File: src/rtl/job_engine_shell.sv
`default_nettype none
// +----------------------------------------------------------------------------+
// | job_engine_shell                                                            |
// | Per-kernel adapter: decodes a job descriptor, launches the kernel, watches  |
// | the run with a timeout and holds the completion word until it is accepted.  |
// | Revision: 1.0                                                               |
// +----------------------------------------------------------------------------+
module job_engine_shell #(
   parameter int unsigned HOST_DWIDTH    = 1024,
   parameter int unsigned RETURN_WIDTH   = 41,
   parameter int unsigned PASID_WIDTH    = 9,
   parameter logic [31:0] TIMEOUT_CYCLES = 32'd1_000_000
) (
   input  logic                    clk,
   input  logic                    rst,
   input  logic                    engine_start,
   input  logic [HOST_DWIDTH-1:0]  engine_data,
   output logic                    engine_ready,
   output logic                    complete_ready,
   input  logic                    complete_accept,
   output logic [RETURN_WIDTH-1:0] complete_data,
   output logic                    kern_start,
   output logic                    kern_abort,
   output logic [63:0]             kern_src_addr,
   output logic [63:0]             kern_dst_addr,
   output logic [31:0]             kern_len,
   input  logic                    kern_done,
   input  logic [7:0]              kern_status,
   output logic [31:0]             jobs_done
);

   typedef enum logic [1:0] {
      ST_IDLE  = 2'd0,
      ST_START = 2'd1,
      ST_RUN   = 2'd2,
      ST_CMPL  = 2'd3
   } state_t;

   localparam logic [7:0] c_STATUS_ZERO_LEN = 8'h01;
   localparam logic [7:0] c_STATUS_TIMEOUT  = 8'hFF;

   state_t r_state;
   state_t w_next;

   logic [23:0]            r_job_tag;
   logic [PASID_WIDTH-1:0] r_pasid;
   logic [7:0]             r_status;
   logic [31:0]            r_counter;
   logic [31:0]            r_kern_len;
   logic [63:0]            r_kern_src;
   logic [63:0]            r_kern_dst;
   logic [31:0]            r_jobs_done;
   logic                   r_engine_ready;
   logic                   r_complete_ready;
   logic                   r_kern_start;
   logic                   r_kern_abort;

   logic [31:0]            w_len;
   logic                   w_take;
   logic                   w_done;
   logic                   w_timeout;
   logic                   w_accept;
   logic                   w_unused_bits;

   assign w_len         = engine_data[95:64];
   assign w_take        = (r_state == ST_IDLE) && engine_start;
   assign w_done        = (r_state == ST_RUN) && kern_done;
   // Done has priority over the timeout when both land on the last RUN cycle.
   assign w_timeout     = (r_state == ST_RUN) && !kern_done && (TIMEOUT_CYCLES != 32'd0) &&
                          (r_counter == (TIMEOUT_CYCLES - 32'd1));
   assign w_accept      = (r_state == ST_CMPL) && complete_accept;
   assign w_unused_bits = ^{engine_data[63:33], engine_data[127:96],
                            engine_data[HOST_DWIDTH-1:256]};

   always_comb begin
      w_next = r_state;
      case (r_state)
         ST_IDLE:  if (engine_start) w_next = (w_len != 32'd0) ? ST_START : ST_CMPL;
         ST_START: w_next = ST_RUN;
         ST_RUN:   if (w_done || w_timeout) w_next = ST_CMPL;
         ST_CMPL:  if (complete_accept) w_next = ST_IDLE;
         default:  w_next = ST_IDLE;
      endcase
   end

   always_ff @(posedge clk or posedge rst) begin
      if (rst) r_state <= ST_IDLE;
      else     r_state <= w_next;
   end

   // Handshake outputs are registered copies of the next-state decode.
   always_ff @(posedge clk or posedge rst) begin
      if (rst) begin
         r_engine_ready   <= 1'b1;
         r_complete_ready <= 1'b0;
         r_kern_start     <= 1'b0;
         r_kern_abort     <= 1'b0;
      end else begin
         r_engine_ready   <= (w_next == ST_IDLE);
         r_complete_ready <= (w_next == ST_CMPL);
         r_kern_start     <= (w_next == ST_START);
         r_kern_abort     <= w_timeout;
      end
   end

   always_ff @(posedge clk or posedge rst) begin
      if (rst) begin
         r_job_tag   <= '0;
         r_pasid     <= '0;
         r_status    <= '0;
         r_counter   <= '0;
         r_kern_len  <= '0;
         r_kern_src  <= '0;
         r_kern_dst  <= '0;
         r_jobs_done <= '0;
      end else begin
         if (w_take) begin
            r_job_tag  <= engine_data[23:0];
            r_pasid    <= engine_data[24 +: PASID_WIDTH];
            r_kern_len <= w_len;
            r_kern_src <= engine_data[191:128];
            r_kern_dst <= engine_data[255:192];
            r_status   <= (w_len == 32'd0) ? c_STATUS_ZERO_LEN : 8'h00;
         end
         if (r_state == ST_START)    r_counter <= '0;
         else if (r_state == ST_RUN) r_counter <= r_counter + 32'd1;
         if (w_done)         r_status <= kern_status;
         else if (w_timeout) r_status <= c_STATUS_TIMEOUT;
         if (w_accept) r_jobs_done <= r_jobs_done + 32'd1;
      end
   end

   assign engine_ready   = r_engine_ready;
   assign complete_ready = r_complete_ready;
   assign complete_data  = {r_pasid, r_status, r_job_tag};
   assign kern_start     = r_kern_start;
   assign kern_abort     = r_kern_abort;
   assign kern_src_addr  = r_kern_src;
   assign kern_dst_addr  = r_kern_dst;
   assign kern_len       = r_kern_len;
   assign jobs_done      = r_jobs_done;

endmodule
`default_nettype wire

File: config.mk
export PLATFORM = sky130hd
export DESIGN_NAME = job_engine_shell
export DESIGN_NICKNAME = d
export VERILOG_FILES = /design/src/rtl/job_engine_shell.sv
export SDC_FILE = /design/constraint.sdc
export NUM_CORES = 1
export LEC_CHECK = 0
export ABC_AREA = 1
export BUFFER_PORTS_ARGS = -buffer_cell sky130_fd_sc_hd__buf_2
export CAP_MARGIN = 40
export CORE_AREA = 2 2 501 503
export DETAILED_ROUTE_END_ITERATION = 12
export DIE_AREA = 0 0 503 505
export PLACE_DENSITY = 0.32
export SLEW_MARGIN = 40
export SYNTH_ARGS = -nofsm -noshare
export SYNTH_HDL_FRONTEND = slang
export SYNTH_SLANG_ARGS = --single-unit
File: constraint.sdc
create_clock -name clk -period 6.84 [get_ports clk]
set_input_delay 0 -clock clk [delete_from_list [all_inputs] [get_ports clk]]
set_output_delay 0 -clock clk [all_outputs]
set_load 0.005 [all_outputs]
==> flow_summary.yaml, run 1 <==
grt:
  grt_pass1_vias: 13300
  grt_max_degree: 113
  grt_first_pass_wirelength_um: 95000
  antenna_found_initial: 20
  grt_usage_pct: 5.18
  grt_overflow: 0
critical_path:
  end_kind: "flip-flop"
  cp_max_fo: 7
  crit_required_ns: 7.41
  reg2reg_slack_ns: 3.97
  worstPathCellList: "ha_1 > inv_1 > nor2_4 > nand2_2 > nor2_1 > nand3_1 > nand3_1 > nand2_1 > dlygate4sd3_1 > nand2_1 > dlygate4sd3_1"
  ff2ff_path_depth: 11
  slowest_delay_ns: 0.55
  crit_type: "flip-flop to flip-flop"
  r2r-end: "r_status[0]"
  cpLargestDelayFamily: "buffers and inverters"
  r2r-start: "r_counter[0]"
  cpMaxStageDelayCell: "dlygate4sd3_1"
  critPathLaunchType: "flip-flop"
  cp_data_arrival_time_ns: 3.44
  path_buf_inv: 3
synthesis:
  synth-async-reset-ratio_pct: 100
  syn-num-nets: 2530
  yosys-top-cells-area: "dfrtp_1, nand2_1, nor2_1"
  yosysSeqAreaShare_pct: 56.9
  yosys.area_share.simple_pct: 33.7
  ys_types: 36
  synth_largest_area_cell: "dfrtp_1"
  synth_edf_count: 0
  synth_compound_area_share_pct: 2.26
  yosys_warnings: 0
  postSynthAreaPerCell_um2: 8.03
  synthAdderAreaFrac_pct: 0.839
  synth_top_family_by_area: "simple AND/OR/NAND/NOR gates"
  synth_xor_area_share_pct: 1.91
  synth.top_cell.area_share_pct: 56.7
  synth_flop_cell: "dfrtp_1"
  syn_inst: 1485
  synthMuxAreaShare_pct: 0
  syn_area_um2: 11900
  ys_seq_elements: 271
sta:
  period_needed_ns: 2.87
  drv_slew: 0
  tightest_slew_ns: 0.729
  rsz0062_at_grt: "false"
  hold_viol: 0
  setup_viol: 0
  finalCritPeriodShare_pct: 41.9
  skew_ns: 0.0559
  relSlewSlack_pct: 51.0
  fmax_ghz: 0.349
  finalSetupTns_ns: 0
final_layout:
  design_area_um2: 23600
  final_common_cell: "nand2_1"
  area_growth_pct: 98.0
  final_cell_mix: "nand2_1, buf_2, dlygate4sd3_1, dfrtp_1, nor2_1"
  fin_nets: 3353
  drive_gt1_share_pct: 23.9
detailed_routing:
  route.detailed.wl_per_inst_um: 11.7
  ant_nets: 0
  via_per_inst: 2.22
  drc: 0
  drt_iter0_markers: 538
  drtPass1Iterations: 5
  num_vias: 12600
  wirelength_um: 66300
cts:
  htree_num_levels: 2
  cts_resized: 0
  cts_root_buf: "clkbuf_16"
  cts.path.max_buffers: 3
  worstSkewPairLatency_ns: 0.67
  path_clk_slew_ns: 0.06
  cts_sinks: 271
  tritoncts: "done"
  cts_made_buffers: 45
placed_design:
  numPortBuffers: 442
  dpl.hpwl_um: 48800
  place_congestion: 0.751
  place_area_um2: 18300
worst_hold_path:
  hold_depth: 4
  hold_start: "engine_data[165]"
  hp-class: "primary input to flip-flop"
  min_to: "kern_src_addr[37]"
job:
  cap_violations: 0
floorplan:
  io_pins: 1274
  core-area_um2: 248000
  die_w_um: 503
  initial_core_util_pct: 4.81
  die_y_um: 505
  num_rows: 183
  die_area_um2: 254000
run_status:
  status: "completed"
power:
  max-vdd-ir-drop_mv: 0.194
  p_per_area_nw_per_um2: 334
  p_leak_nw: 10.6
## cells in the mapped netlist, types with 3 or more instances
cell      instances
buf_1             6
clkbuf_1         32
buf_2            10
nor2_4            5
nand4_1          22
o21ai_1           8
xor2_1           18
inv_2             5
o21ai_0          15
nor3_2            3
inv_1            81
nor3_1           16
nand2_1         765
nor2_2            9
ha_1              8
xnor2_1           8
dfrtp_1         270
nor2_1          115
nand3_1          49
a21oi_1          16
o211ai_1          7
## worst min-delay path: stages
cell	delay [ns]
dlygate4sd3_1	0.52
buf_2	0.09
nand2_1	0.04
nand2_1	0.04
## power breakdown
group	switching (W)	leakage [nW]	total (W)	internal, W
combinational	0.00156	6.39	0.00285	0.00129
clock	0.00103	0.749	0.00250	0.00148
sequential	0.000327	3.43	0.00252	0.00220
total	0.00292	10.6	0.00788	0.00496
## repair_timing
action / in CTS / in global routing
hold endpoints to repair: 348 / 0
hold buffers: 372 / 0
setup buffers: 0 / 0
endpoints found under the setup margin: 0 / 0
## per-stage QoR
step / instances / setup WS [ns] / utilization, % / hold WS, ns / total power, W
2_1_floorplan: 1485 / 3.26 / - / 0.110 / 0.00355
3_3_place_gp: 5216 / 4.05 / 7.34 / 0.0513 / 0.00493
3_5_place_dp: 5217 / 4.20 / 7.35 / 0.0441 / 0.00493
4_1_cts: 5671 / 3.82 / 9.49 / 0.00801 / 0.00816
5_1_grt: 5676 / 3.74 / 9.52 / 0.0530 / 0.00852
6_report: 5677 / 3.97 / 9.52 / 0.0858 / 0.00788
## final cells by class
| type | instances | area, um^2 |
|---|---|---|
| sequential | 271 | 6780 |
| multi-input combinational | 1079 | 4620 |
| tap | 3330 | 4170 |
| clock buffer | 62 | 1280 |
| inverter | 86 | 332 |
| clock inverter | 20 | 302 |
| antenna | 4 | 10.0 |
| fill | 29000 | 225000 |
| timing repair buffer | 825 | 6120 |
## metal layers
metal	part of all wire, %	global-route usage, %
met5	0.092	0
met4	4.1	2.28
met3	7.3	1.87
met2	49	8.67
met1	40	5.86
## state kept, by name (all words and copies together) (netlist names)
signal	flops
r_counter	32
complete_ready	1
r_job_tag	24
kern_src_addr	64
kern_abort	1
r_status	8
engine_ready	1
r_state	2
kern_len	32
jobs_done	32
r_pasid	9
kern_dst_addr	64
kern_start	1
## worst max path at each step
stage / slack (ns) / depth (start not counted) / from / end
floorplan: 3.26 / 1 / rst / complete_ready
global placement: 4.05 / 7 / r_state[0] / r_pasid[0]
detailed placement: 4.20 / 10 / engine_data[70] / complete_ready
CTS: 3.82 / 13 / engine_data[70] / r_status[0]
global route: 3.74 / 11 / r_counter[0] / r_status[0]
finish: 3.97 / 11 / r_counter[0] / r_status[0]
## logic make-up (layout without fill, tap and decap cells)
family | count (synthesis) | in the layout
AND/OR/NAND/NOR | 996 | 996
AO/OA/AOI/OAI | 49 | 49
other | 0 | 4
flip-flops | 271 | 271
buffers and inverters | 135 | 993
adder cells (fa/ha/maj) | 8 | 8
XOR/XNOR | 26 | 26
No activity file was read; power rests on OpenSTA's default activity.
==> inputs of run 2 (changes only) <==
clock period = 2.4 ns   (was 6.84 ns; I/O delays follow)
==> flow_summary.yaml, run 2 (synthesis gave the netlist of run 1 again) <==
run_status:
  status: "completed"
power:
  internal-power_w: 0.0139
  switchingPower_w: 0.00815
  seqPwrFrac_pct: 32.8
  p_per_area_nw_per_um2: 951
  power_frac_clock_pct: 33.1
  combPwrFrac_pct: 34.1
  swShare_pct: 37.0
  p_leak_nw: 10.4
  max-vdd-ir-drop_mv: 0.515
  p_total_w: 0.0220
grt:
  grt_first_pass_wirelength_um: 93000
  grt_pass1_vias: 12900
  grt_usage_pct: 5.09
  grt_overflow: 0
  grt_max_degree: 101
  antenna_found_initial: 24
final_layout:
  fin_nets: 3300
  final_common_cell: "nand2_1"
  area_growth_pct: 94.3
  final_cell_mix: "nand2_1, buf_2, dlygate4sd3_1, dfrtp_1, nor2_1"
  drive_gt1_share_pct: 26.2
  fin_util_pct: 9.34
sta:
  drv_slew: 0
  tightest_slew_ns: 0.752
  finalCritPeriodShare_pct: 95.2
  skew_ns: 0.0418
  period_needed_ns: 2.29
  fmax_ghz: 0.437
  whs_ns: 0.0876
  rsz0062_at_grt: "false"
  hold_viol: 0
  setup_viol: 0
  relSlewSlack_pct: 49.9
cts:
  cts.path.max_buffers: 3
  cts_root_buf: "clkbuf_16"
  path_clk_slew_ns: 0.07
  cts_made_buffers: 44
  tritoncts: "done"
  cts_sinks: 271
  htree_num_levels: 2
  worstSkewPairLatency_ns: 0.67
detailed_routing:
  drtPass1Iterations: 4
  via_per_inst: 2.21
  num_vias: 12500
  drc: 0
  ant_nets: 0
  route.detailed.wl_per_inst_um: 11.7
  drt_iter0_markers: 466
  wirelength_um: 65700
critical_path:
  ff2ff_path_depth: 12
  r2r-end: "r_status[0]"
  critPathLaunchType: "flip-flop"
  critPathLaunch: "r_state[0]"
  crit_type: "flip-flop to flip-flop"
  crit_end: "r_status[0]"
  cp_data_arrival_time_ns: 2.87
  end_kind: "flip-flop"
  r2r-start: "r_state[0]"
  cp_max_fo: 5
  crit_required_ns: 2.98
  reg2reg_slack_ns: 0.11
floorplan:
  die_y_um: 505
  initial_core_util_pct: 4.81
  io_pins: 1274
  num_rows: 183
  die_w_um: 503
  die_area_um2: 254000
  core-area_um2: 248000
job:
  cap_violations: 0
placed_design:
  place_congestion: 0.758
  numPortBuffers: 442
  dpl.hpwl_um: 51000
worst_hold_path:
  hp-class: "primary input to flip-flop"
run 2: cell types whose count changed in the layout (fill, tap and decap cells not counted), moves of 2 or more:
cell           change
dlygate4sd3_1     -87
buf_4             +25
buf_12            +15
bufinv_16          +4
clkbuf_1           -4
buf_16             -3
clkinv_2           +3
clkinvlp_4         -3
buf_6              -2
clkbuf_8           -2
clkinv_8           +2
run 2: critical path, cell delays in order, from the launching register on:
cell	delay [ns]
dfrtp_1	0.45
inv_2	0.13
ha_1	0.23
nand2_1	0.07
nor2_1	0.15
nand2_1	0.07
nor2_1	0.10
nand3_1	0.12
buf_4	0.18
nand3_1	0.07
nand2_1	0.05
dlygate4sd3_1	0.55
nand2_1	0.06
run 2: cell type report:
type,instances,area (um^2)
antenna,5,12.5
clock buffer,55,1210
clock inverter,24,400
fill,29000,225000
inverter,86,339
multi-input combinational,1079,4620
sequential,271,6780
tap,3330,4170
timing repair buffer,773,5640
run 2: what timing repair did:
item                                   4_1_cts  5_1_grt
resized for setup                            0        4
setup buffers                                0        6
setup endpoints to repair                    0       18
endpoints found under the hold margin      364        0
hold buffers                               285        0
run 2: power by group through the flow:
stage / combinational, W / clock [W] / sequential, W
after floorplan: 0.00276 / 0 / 0.00735
after global placement: 0.00712 / 0 / 0.00724
after detailed placement: 0.00710 / 0 / 0.00725
after CTS: 0.00780 / 0.00770 / 0.00723
after global routing: 0.00847 / 0.00784 / 0.00745
final: 0.00752 / 0.00729 / 0.00722
run 2: stage by stage:
stage | instance area (um^2) | TNS [ns] | cells | worst slack [ns]
after floorplan | 11900 | -319.00 | 1485 | -1.18
after global placement | 18600 | 0 | 5248 | 0.397
after detailed placement | 18600 | 0 | 5248 | 0.399
after CTS | 23100 | 0 | 5612 | 0.0182
after global routing | 23200 | 0 | 5623 | 0.0173
final | 23200 | 0 | 5623 | 0.114
run 2: worst min-delay path by stage:
stage,from,slack [ns],to,cells after the start
finish,engine_data[151],0.09,kern_src_addr[23],4
global route,engine_data[0],0.04,r_job_tag[0],4
CTS,engine_data[220],0.002,kern_dst_addr[28],4
detailed placement,rst,0.17,jobs_done[21],2
global placement,rst,0.18,jobs_done[21],2
floorplan,engine_data[192],0.11,kern_dst_addr[0],2
run 2: routing by layer:
metal	global-route usage (%)	wire length (um)	vias up	part of all wire [%]
li1	-	-	6137	-
met1	5.85	26800	5812	41
met2	8.47	31400	365	48
met3	1.85	4800	126	7.3
met4	2.14	2690	14	4.1
met5	0	83	-	0.13
==> inputs of run 3 (changes only) <==
BUFFER_PORTS_ARGS = unset   (was -buffer_cell sky130_fd_sc_hd__buf_2)
CORE_AREA = 2 2 493 495   (was 2 2 501 503)
DIE_AREA = 0 0 495 497   (was 0 0 503 505)
DONT_BUFFER_PORTS = 1   (was unset)
PLACE_DENSITY = 0.3   (was 0.32)
==> flow_summary.yaml, run 3 (synthesis gave the netlist of run 1 again) <==
power:
  p_leak_nw: 8.42
  max-vdd-ir-drop_mv: 0.461
  p_per_area_nw_per_um2: 920
sta:
  relSlewSlack_pct: 66.5
  rsz0062_at_grt: "false"
  finalCritPeriodShare_pct: 95.8
  skew_ns: 0.0259
  period_needed_ns: 2.30
  drv_slew: 0
  tightest_slew_ns: 0.502
  fmax_ghz: 0.435
  setup_viol: 0
  finalWorstSetupSlack_ns: 0.101
  hold_viol: 0
placed_design:
  dpl.hpwl_um: 49400
  post-place-ws_ns: 0.305
  place_congestion: 0.789
  place_area_um2: 16100
  numPortBuffers: 0
floorplan:
  die_area_um2: 246000
  num_rows: 180
  io_pins: 1274
  die_w_um: 495
  core-area_um2: 240000
  die_y_um: 497
  initial_core_util_pct: 4.97
critical_path:
  crit_type: "flip-flop to flip-flop"
  cp_max_fo: 47
  crit_required_ns: 2.94
  end_kind: "flip-flop"
  cp_data_arrival_time_ns: 2.84
  critPathLaunchType: "flip-flop"
detailed_routing:
  via_per_inst: 2.23
  drtPass1Iterations: 5
  wirelength_um: 65500
  route.detailed.wl_per_inst_um: 12.8
  drt_iter0_markers: 710
  num_vias: 11400
  drc: 0
  ant_nets: 0
grt:
  antenna_found_initial: 40
  grt_max_degree: 76
  gr-max-usage-layer: "met2"
  use_met3_pct: 2.12
  grt_first_pass_wirelength_um: 90200
  grt_pass1_vias: 11600
  use_met2_pct: 8.85
  grt_overflow: 0
  grt_util_met1_pct: 5.64
  grt_usage_pct: 5.19
cts:
  cts.path.max_buffers: 3
  cts_made_buffers: 41
  htree_num_levels: 2
  cts_root_buf: "clkbuf_16"
  worstSkewPairLatency_ns: 0.63
  tritoncts: "done"
  path_clk_slew_ns: 0.06
  cts_sinks: 271
  post_cts_buffers: 0
final_layout:
  fill_cells: 28100
  final_common_cell: "nand2_1"
  multi_input_area_um2: 4630
  drive_gt1_share_pct: 7.24
  seqCellArea_um2: 6780
  final_cell_mix: "nand2_1, dlygate4sd3_1, dfrtp_1, nor2_1, inv_1"
  design_area_um2: 21500
  area_growth_pct: 79.9
  fin_nets: 2947
job:
  cap_violations: 0
worst_hold_path:
  hp-class: "primary input to flip-flop"
run_status:
  status: "completed"
## run 3: path summary, 6_finish.rpt
check / startpoint / to / slack [ns] / cells past startpoint
min in group asynchronous: rst / kern_len[26] / 0.06 / 3
min: engine_data[87] / r_status[0] / 0.05 / 10
max reg2reg: r_state[1] / kern_dst_addr[32] / 0.10 / 8
max: r_state[1] / kern_dst_addr[32] / 0.10 / 8
min reg2reg: r_job_tag[4] / r_job_tag[4] / 0.50 / 2
max in group asynchronous: rst / kern_len[18] / 1.50 / 3
## run 3: final cells by class
cell class                      instances  area share (%)
Multi-Input combinational cell       1079            21.6
Clock buffer                           54            5.39
Inverter                               86            1.60
Tap cell                             3185            18.6
Timing Repair Buffer                  423            20.0
Antenna cell                            6          0.0700
Sequential cell                       271            31.6
Clock inverter                         20            1.17
## run 3: report_power, final
part	internal [W]	switching, W	leakage (nW)	total (W)
clock	0.00384	0.00261	0.669	0.00645
sequential	0.00627	0.00197	3.43	0.00824
combinational	0.00216	0.00289	4.32	0.00505
total	0.0123	0.00747	8.42	0.0197
## run 3: routing by layer
metal  wire length, um  up-vias
met1             24700     5368
met4              2600       34
met3              6200      163
li1                  -     5419
met2             31800      448
met5               224        -
## run 3: worst max-delay path, stage by stage, from the launching register on
cell,delay [ns]
dfrtp_1,0.43
inv_1,0.14
ha_1,0.21
nand2_4,0.11
inv_16,0.17
buf_12,0.25
nand2_1,0.18
nand2_1,0.09
dlygate4sd3_1,0.57
## run 3: metrics by stage
step	hold slack, ns	power [W]	cells	setup TNS, ns	util (%)
finish	0.0503	0.0197	5124	0	8.94
global route	0.0473	0.0213	5121	0	8.93
CTS	0.00241	0.0204	5118	0	8.92
detailed placement	-0.129	0.0125	4656	0	6.72
global placement	0.0922	0.0125	4655	0	6.71
floorplan	0.110	0.0101	1485	-319.00	-
## run 3: timing repair
item                       CTS  global route
hold endpoints to repair   497             0
hold buffers               388             0
resized for setup            0             6
setup endpoints to repair    0            23
